===== src/rtl/dmem_access.sv =====
// Data-memory access unit: converts MEM-stage load/store requests into byte-lane RAM accesses.
// Optional macro DMEM_MISALIGN_EXC_EN: misaligned half/word requests complete early with resp_err set.
module dmem_access #(
  parameter int ADDR_W = 32
) (
  input  logic              clk,
  input  logic              rst,
  input  logic              req_valid,
  output logic              req_ready,
  input  logic              req_wr,
  input  logic [1:0]        req_size,
  input  logic              req_signed,
  input  logic [ADDR_W-1:0] req_addr,
  input  logic [31:0]       req_wdata,
  output logic              resp_valid,
  output logic [31:0]       resp_rdata,
  output logic              resp_err,
  output logic              ram_en,
  output logic [3:0]        ram_we,
  output logic [ADDR_W-1:0] ram_addr,
  output logic [31:0]       ram_din,
  input  logic [31:0]       ram_dout
);

  typedef enum logic [1:0] {
    IDLE  = 2'd0,
    ISSUE = 2'd1,
    READ  = 2'd2,
    DONE  = 2'd3
  } state_t;

  state_t            state_r;
  state_t            state_nx_s;
  logic              accept_s;
  logic              misalign_s;
  logic              wr_r;
  logic              signed_r;
  logic [1:0]        size_r;
  logic [1:0]        off_r;
  logic [3:0]        lanes_r;
  logic [ADDR_W-1:0] addr_r;
  logic [31:0]       din_r;
  logic [31:0]       rdata_r;
  logic              err_r;

  function automatic logic [3:0] byte_lanes(input logic [1:0] size, input logic [1:0] off);
    logic [3:0] lanes;
    case (size)
      2'b00:   lanes = 4'b0001 << off;
      2'b01:   lanes = off[1] ? 4'b1100 : 4'b0011;
      default: lanes = 4'b1111;
    endcase
    return lanes;
  endfunction

  function automatic logic [31:0] store_data(input logic [1:0] size, input logic [31:0] wdata);
    logic [31:0] data;
    case (size)
      2'b00:   data = {4{wdata[7:0]}};
      2'b01:   data = {2{wdata[15:0]}};
      default: data = wdata;
    endcase
    return data;
  endfunction

  // Half loads look only at addr[1] and word loads ignore the offset, so stray low bits are dropped here.
  function automatic logic [31:0] load_extract(input logic [31:0] dout, input logic [1:0] size,
                                               input logic sgn, input logic [1:0] off);
    logic [31:0] shifted;
    logic [7:0]  b;
    logic [15:0] h;
    logic [31:0] result;
    shifted = dout >> {off, 3'b000};
    b       = shifted[7:0];
    h       = off[1] ? dout[31:16] : dout[15:0];
    case (size)
      2'b00:   result = sgn ? {{24{b[7]}}, b} : {24'h000000, b};
      2'b01:   result = sgn ? {{16{h[15]}}, h} : {16'h0000, h};
      default: result = dout;
    endcase
    return result;
  endfunction

  assign accept_s = req_valid && (state_r == IDLE);

`ifdef DMEM_MISALIGN_EXC_EN
  // Misalignment of the incoming request: half on an odd byte, word on any non-zero offset.
  always_comb begin
    misalign_s = 1'b0;
    case (req_size)
      2'b00:   misalign_s = 1'b0;
      2'b01:   misalign_s = req_addr[0];
      default: misalign_s = (req_addr[1:0] != 2'b00);
    endcase
  end
`else
  assign misalign_s = 1'b0;
`endif

  // State register.
  always_ff @(posedge clk or posedge rst) begin
    if (rst) begin
      state_r <= IDLE;
    end else begin
      state_r <= state_nx_s;
    end
  end

  // Next-state logic.
  always_comb begin
    state_nx_s = state_r;
    case (state_r)
      IDLE: begin
        if (accept_s) begin
          state_nx_s = misalign_s ? DONE : ISSUE;
        end else begin
          state_nx_s = IDLE;
        end
      end
      ISSUE:   state_nx_s = wr_r ? DONE : READ;
      READ:    state_nx_s = DONE;
      DONE:    state_nx_s = IDLE;
      default: state_nx_s = IDLE;
    endcase
  end

  // Output decode from state; a reset clears state_r at once, which drops ram_we without waiting for an edge.
  always_comb begin
    req_ready  = 1'b0;
    ram_en     = 1'b0;
    ram_we     = 4'b0000;
    resp_valid = 1'b0;
    case (state_r)
      IDLE:  req_ready = 1'b1;
      ISSUE: begin
        ram_en = 1'b1;
        ram_we = wr_r ? lanes_r : 4'b0000;
      end
      READ:    ram_en = 1'b0;
      DONE:    resp_valid = 1'b1;
      default: req_ready = 1'b0;
    endcase
  end

  // Request capture at accept and load-result register.
  always_ff @(posedge clk or posedge rst) begin
    if (rst) begin
      wr_r     <= 1'b0;
      signed_r <= 1'b0;
      size_r   <= 2'b00;
      off_r    <= 2'b00;
      lanes_r  <= 4'b0000;
      addr_r   <= {ADDR_W{1'b0}};
      din_r    <= 32'h0000_0000;
      err_r    <= 1'b0;
      rdata_r  <= 32'h0000_0000;
    end else begin
      if (accept_s) begin
        wr_r     <= req_wr;
        signed_r <= req_signed;
        size_r   <= req_size;
        off_r    <= req_addr[1:0];
        lanes_r  <= byte_lanes(req_size, req_addr[1:0]);
        addr_r   <= {2'b00, req_addr[ADDR_W-1:2]};
        din_r    <= store_data(req_size, req_wdata);
        err_r    <= misalign_s;
      end
      if (accept_s && misalign_s) begin
        rdata_r <= 32'h0000_0000;
      end else if (state_r == READ) begin
        rdata_r <= load_extract(ram_dout, size_r, signed_r, off_r);
      end
    end
  end

  assign ram_addr   = addr_r;
  assign ram_din    = din_r;
  assign resp_rdata = rdata_r;
  assign resp_err   = err_r;

endmodule

===== config.mk =====
export PLATFORM = sky130hd
export DESIGN_NAME = dmem_access
export DESIGN_NICKNAME = d
export VERILOG_FILES = /design/src/rtl/dmem_access.sv
export SDC_FILE = /design/constraint.sdc
export NUM_CORES = 1
export LEC_CHECK = 0
export BUFFER_PORTS_ARGS = -buffer_cell sky130_fd_sc_hd__buf_4
export CORE_UTILIZATION = 40
export DETAILED_ROUTE_END_ITERATION = 16
export HOLD_SLACK_MARGIN = 0.08
export PLACE_DENSITY = 0.65
export REMOVE_ABC_BUFFERS = 1
export SLEW_MARGIN = 25
export SYNTH_ARGS = -nofsm -noshare
export SYNTH_HDL_FRONTEND = slang
export SYNTH_SLANG_ARGS = --single-unit

===== constraint.sdc =====
create_clock -name clk -period 6.4 [get_ports clk]
set_input_delay 0.32 -clock clk [delete_from_list [all_inputs] [get_ports clk]]
set_output_delay 0.32 -clock clk [all_outputs]
set_load 0.03 [all_outputs]

**Word level (Yosys, flattened, before mapping)**

Index checks and enable logic that the tools add are counted.

- Equality and inequality tests: 5
- Shift-type cells: 2
- Mux-type cells: 15
- Reduce and logical (&&, ||, !) cells: 4

Operators with widths:

| operator | count |
|---|---|
| 32-bit one-hot mux with 2 select lines | 2 |
| 32-bit 2-to-1 mux | 2 |
| 32-bit by 5-bit >> shifter with 8-bit output | 1 |
| 16-bit 2-to-1 mux | 1 |
| 4-bit 2-to-1 mux | 3 |
| 2-bit one-hot mux with 4 select lines | 1 |
| 4-bit one-hot mux with 2 select lines | 1 |
| 2-bit by 1-bit == test with 1-bit output (second input constant) | 3 |
| 2-bit zero test | 3 |
| 1-bit 2-to-1 mux | 5 |
| 2-bit == test (second input constant) | 2 |
| 1-bit by 2-bit << shifter with 4-bit output (first input constant) | 1 |
| 1-bit logical AND | 1 |

- Flip-flop bits (word level): 106
- Bits of input ports: 103
- Output and inout bits: 104
- Logic and storage cells: 35

**Logic depth before layout (Yosys ltp)**

- Depth in word-level cells: 4
- Gate-level depth with buffers: 7
- Depth with buffers taken out: 5

**Worst setup path before layout**

Ideal clock, no wire load.

- Path type: flip-flop to flip-flop
- From: register state_r[0]
- To: register off_r[0]
- Library setup time: 0.125 ns
- Data arrival time: 1.635 ns
- Data required time: 6.275 ns
- Setup slack: 4.640 ns
- Stages on the path, launching flop included: 7
- Path buffers: 2
- Clock period less this slack: 1.760 ns
- Cell sequence: dfrtp_1 inv_1 ha_1 nand2_1 buf_2 buf_2 mux2_2

- Longest elaborated chain between the ends: 2

RTL lines:

| element | RTL line | RTL |
|---|---|---|
| from (decl) | 32 | `state_t state_r;` |
| from (signal assigned) | 105 | `state_r <= state_nx_s;` |
| 2-bit zero test | 84 | `assign accept_s = req_valid && (state_r == IDLE);` |
| 1-bit logical AND | 84 |  |
| to (signal assigned) | 162 | `off_r <= req_addr[1:0];` |
| to (decl) | 39 | `logic [1:0] off_r;` |

Every way passes these cells.
A chain may end at the register's enable or synchronous reset.

**Final worst setup path**

- From: register state_r[0]
- To: register rdata_r[29] (netlist: resp_rdata[29])

- Longest elaborated chain between the ends: 1

RTL lines:

| element | RTL line | RTL |
|---|---|---|
| 2-bit == test | 170 | `end else if (state_r == READ) begin` |
| to (signal assigned) | 171 | `rdata_r <= load_extract(ram_dout, size_r, signed_r, off_r);` |
| to (decl) | 43 | `logic [31:0] rdata_r;` |

Every way passes these cells.

==> out/results.tsv <==
stage	metric	value	unit
sta	Setup Viol. Count Final	0	
clock_tree	maximum count of clock buffers along a single path	2	
power	power density cells	559	nW/um2
synthesis	distinct cell type count after synthesis	33	
setup_path	R2R depth	6	
flow_run	max-cap violations	0	
floorplanning	area of the placeable core	12000	um2
power	Leakage Power	0.00334	uW
setup_path	startpoint class of the critical path	flip-flop	
drt	WL per Instance	16.8	um
sta	relative slew slack	0.407	
sta	summed negative setup slack over all endpoints	0	ns
synthesis	area share of fa/ha/maj cells after synthesis	0.0127	
global_route	maximum number of pins on one net before global-route repair	95	
global_route	initial antenna violation count	0	
synthesis	Post-Synth Simple-Gate Area	0.0794	
hold_path	worst min-delay path class	primary input to asynchronous set/reset pin	
sta	crit share post-route	0.346	
synthesis	share of synthesized area occupied by flip-flops and latches	0.538	
setup_path	delay of the slowest critical-path stage	0.79	ns
clock_tree	buffer count from post-CTS setup fixing	0	
place	total placed instance area	6520	um2
power	Total Power	3830	uW
power	Clock Power Share	0.157	
clock_tree	clock latency on the worst-skew pair	0.35	ns
synthesis	top_reg_cell synth	sky130_fd_sc_hd__dfrtp_1	
floorplanning	die outline height	113	um
global_route	total routing resource utilization after global routing	0.204	
setup_path	crit path max fanout	39	
place	port buffer count	203	
setup_path	worst setup path start	state_r[0]$_DFF_PP0_	
floorplanning	area of the die	12800	um2
synthesis	synthesized area	4930	um2
setup_path	required time of the worst setup path	6.64	ns
synthesis	main combinational cell family by area after synthesis	multiplexers	
synthesis	async set-or-reset flop fraction in the synthesized netlist	1.00	
clock_tree	CTS clock-pin slew for the worst setup and hold paths	0.07	ns
synthesis	synthesis warning total	0	
power	fraction of power consumed by sequential logic	0.319	
floorplanning	Placement Rows	40	
clock_tree	Num CTS Buffers	9	
setup_path	arrival time at the worst endpoint	2.45	ns
drt	drt pass-1 iters	4	
clock_tree	hold bufs inserted after CTS	0	
synthesis	register bit total from synthesis	106	
final_layout	layout net count	723	
run_status	result of the run	finished, final reports clean	
synthesis	Avg Cell Area, Syn	11.5	um2
power	Switch Pwr	1650	uW
clock_tree	Root Buffer	sky130_fd_sc_hd__clkbuf_16	
synthesis	count of flip-flops with a built-in enable after synthesis	0	
sta	slew of the pin with the lowest slew margin	0.890	ns
sta	setup repair after global routing missed its margin	no	
setup_path	count of buffering cells on the critical path with inverters included	2	
setup_path	reg-to-reg slack, setup	4.19	ns
place	weighted congestion at the end of routability-driven global placement	0.817	
clock_tree	count of H-tree levels built during CTS	3	
floorplanning	ports placed on the boundary	207	
sta	number of hold-slack violations in the final timing report	0	
setup_path	classification of the worst setup path	flip-flop to flip-flop	
synthesis	fraction of synthesized cell area in xor and xnor cells	0	
global_route	number of global-route vias before repair	4005	
final_layout	Ant. Diodes	0	
power	combinational fraction of design power	0.524	
sta	clock period minus final worst setup slack	2.21	ns
global_route	remaining global-route overflow	0	
final_layout	area of all placed cells without fillers	6840	um2
setup_path	series of cell instances along the critical path	inv_1, ha_1, buf_4, and2_1, a21oi_1, o21ai_0	
sta	Achievable Freq	452	MHz
setup_path	critical path endpoint category	flip-flop	
drt	vias per inst	5.07	
drt	number of nets with antenna violations after routing	0	
drt	DRC violation count after routing	0	
setup_path	endpoint of the worst register-to-register path	resp_rdata[29]$_DFFE_PP0P_	
final_layout	area delta synth->final	38.8	%
floorplanning	die width	113	um
clock_tree	clock tree from TritonCTS	built	
drt	vias post-DR	3887	
setup_path	worst-path cell with the longest stage delay	sky130_fd_sc_hd__and2_1	
power	Cell Int Power	2180	uW
final_layout	final core utilization	0.570	
floorplanning	starting density of the core	0.410	
drt	Initial DRC Count	200	
clock_tree	quantity of gates resized following cts	0	
power	worst voltage drop across the vdd grid	0.272	mV
sta	Slew Viols, Final	0	
drt	total wirelength of the detailed-routed design	12.9	mm
setup_path	Worst R2R Start	state_r[0]$_DFF_PP0_	
setup_path	gate family responsible for the most delay along the worst path	simple AND/OR/NAND/NOR gates	
final_layout	share of cells above drive strength 1	0.471	
synthesis	synthesized-area fraction occupied by ao, oa, aoi and oai cells	0.112	
power	switching power share of the total	0.431	
synthesis	Gate Count Post-Synth	427	
clock_tree	TritonCTS sink count	106	
synthesis	mux cell area share after synthesis	0.220	
global_route	global-route wire length before repair	20.6	mm
place	half-perimeter wire length of the detailed placement result	9.04	mm
sta	worst clock skew	0.00884	ns
[cells in the final DEF (no fill, tap or decap), types with 3 or more instances in the layout]
cell,Yosys,layout
sky130_fd_sc_hd__inv_1,7,6
sky130_fd_sc_hd__o22ai_1,9,9
sky130_fd_sc_hd__mux2_2,64,64
sky130_fd_sc_hd__a21oi_1,36,36
sky130_fd_sc_hd__ha_1,5,5
sky130_fd_sc_hd__o21ai_0,52,52
sky130_fd_sc_hd__mux2i_1,31,31
sky130_fd_sc_hd__and3_1,4,4
sky130_fd_sc_hd__dfrtp_1,106,106
sky130_fd_sc_hd__clkbuf_16,0,9
sky130_fd_sc_hd__conb_1,1,3
sky130_fd_sc_hd__buf_4,4,205
sky130_fd_sc_hd__nand2_1,39,38
sky130_fd_sc_hd__nand2b_1,3,3
sky130_fd_sc_hd__nor2b_1,24,24
[flip-flops by register name, indices dropped and copies added (netlist names)]
| name | count |
|---|---|
| lanes_r | 4 |
| off_r | 2 |
| ram_addr | 30 |
| ram_din | 32 |
| resp_rdata | 32 |
| signed_r | 1 |
| size_r | 2 |
| state_r | 2 |
| wr_r | 1 |
[final cells by class]
class	instances	area, um2
timing repair buffer	205	1540
clock inverter	4	73.8
tap	147	184
fill	1034	5170
sequential	106	2650
inverter	7	28.8
clock buffer	12	246
multi-input combinational	286	2120
[power by group through the flow]
stage / Clock, uW / Combinational, uW / Sequential (uW)
after floorplan: 0 / 722 / 1760
after global placement: 0 / 1980 / 1220
after detailed placement: 0 / 2020 / 1230
after CTS: 611 / 2020 / 1220
after global routing: 637 / 2140 / 1270
final: 599 / 2010 / 1220
[worst register-to-register path, stage by stage (launching register included)]
cell and delay, ns:
sky130_fd_sc_hd__dfrtp_1 0.41, sky130_fd_sc_hd__inv_1 0.12, sky130_fd_sc_hd__ha_1 0.15, sky130_fd_sc_hd__buf_4 0.37
sky130_fd_sc_hd__and2_1 0.79, sky130_fd_sc_hd__a21oi_1 0.16, sky130_fd_sc_hd__o21ai_0 0.11
[cells in the mapped netlist, types with 2 or more instances]
library cell,n,area [um2]
sky130_fd_sc_hd__dfrtp_1,106,2650
sky130_fd_sc_hd__mux2_2,64,721
sky130_fd_sc_hd__o21ai_0,52,260
sky130_fd_sc_hd__nand2_1,39,146
sky130_fd_sc_hd__a21oi_1,36,180
sky130_fd_sc_hd__mux2i_1,31,310
sky130_fd_sc_hd__nor2b_1,24,150
sky130_fd_sc_hd__buf_2,16,80.1
sky130_fd_sc_hd__o22ai_1,9,56.3
sky130_fd_sc_hd__clkbuf_1,7,26.3
sky130_fd_sc_hd__inv_1,7,26.3
sky130_fd_sc_hd__ha_1,5,62.6
sky130_fd_sc_hd__and3_1,4,25.0
sky130_fd_sc_hd__buf_4,4,30.0
sky130_fd_sc_hd__nand2b_1,3,18.8
sky130_fd_sc_hd__buf_1,2,7.51
sky130_fd_sc_hd__mux2_4,2,30.0
[metal layers]
| metal | vias up | share of wire | global-route usage |
|---|---|---|---|
| li1 | 1866 | - | - |
| met1 | 1852 | 0.44 | 0.263 |
| met2 | 156 | 0.45 | 0.314 |
| met3 | 13 | 0.10 | 0.0852 |
| met4 | 0 | 0.011 | 0.0614 |
| met5 | - | 0 | 0 |
[worst max-delay path by stage]
| stage | slack [ns] | depth (start not counted) | endpoint |
|---|---|---|---|
| floorplan | 3.29 | 1 | lanes_r[0]$_DFFE_PP0P_ |
| global placement | 4.29 | 6 | resp_rdata[31]$_DFFE_PP0P_ |
| detailed placement | 4.24 | 6 | resp_rdata[29]$_DFFE_PP0P_ |
| CTS | 4.22 | 6 | resp_rdata[24]$_DFFE_PP0P_ |
| global route | 4.04 | 6 | resp_rdata[18]$_DFFE_PP0P_ |
| finish | 4.19 | 6 | resp_rdata[29]$_DFFE_PP0P_ |
[cell families after synthesis]
| kind of cell | count (synthesis) |
|---|---|
| buf+inv | 37 |
| other cells | 1 |
| compound gates | 102 |
| mux | 98 |
| flops | 106 |
| simple gates | 78 |
| fa+ha+maj | 5 |
[through the flow]
stage | setup WS, ns | hold WS, ns | std cells
global route | 4.04 | 0.166 | 767
global placement | 4.29 | 0.463 | 751
finish | 4.19 | 0.103 | 767
detailed placement | 4.24 | 0.468 | 751
CTS | 4.22 | 0.130 | 767
floorplan | 3.29 | 0.443 | 399
Note: power is estimated with default switching activity, not from simulation.
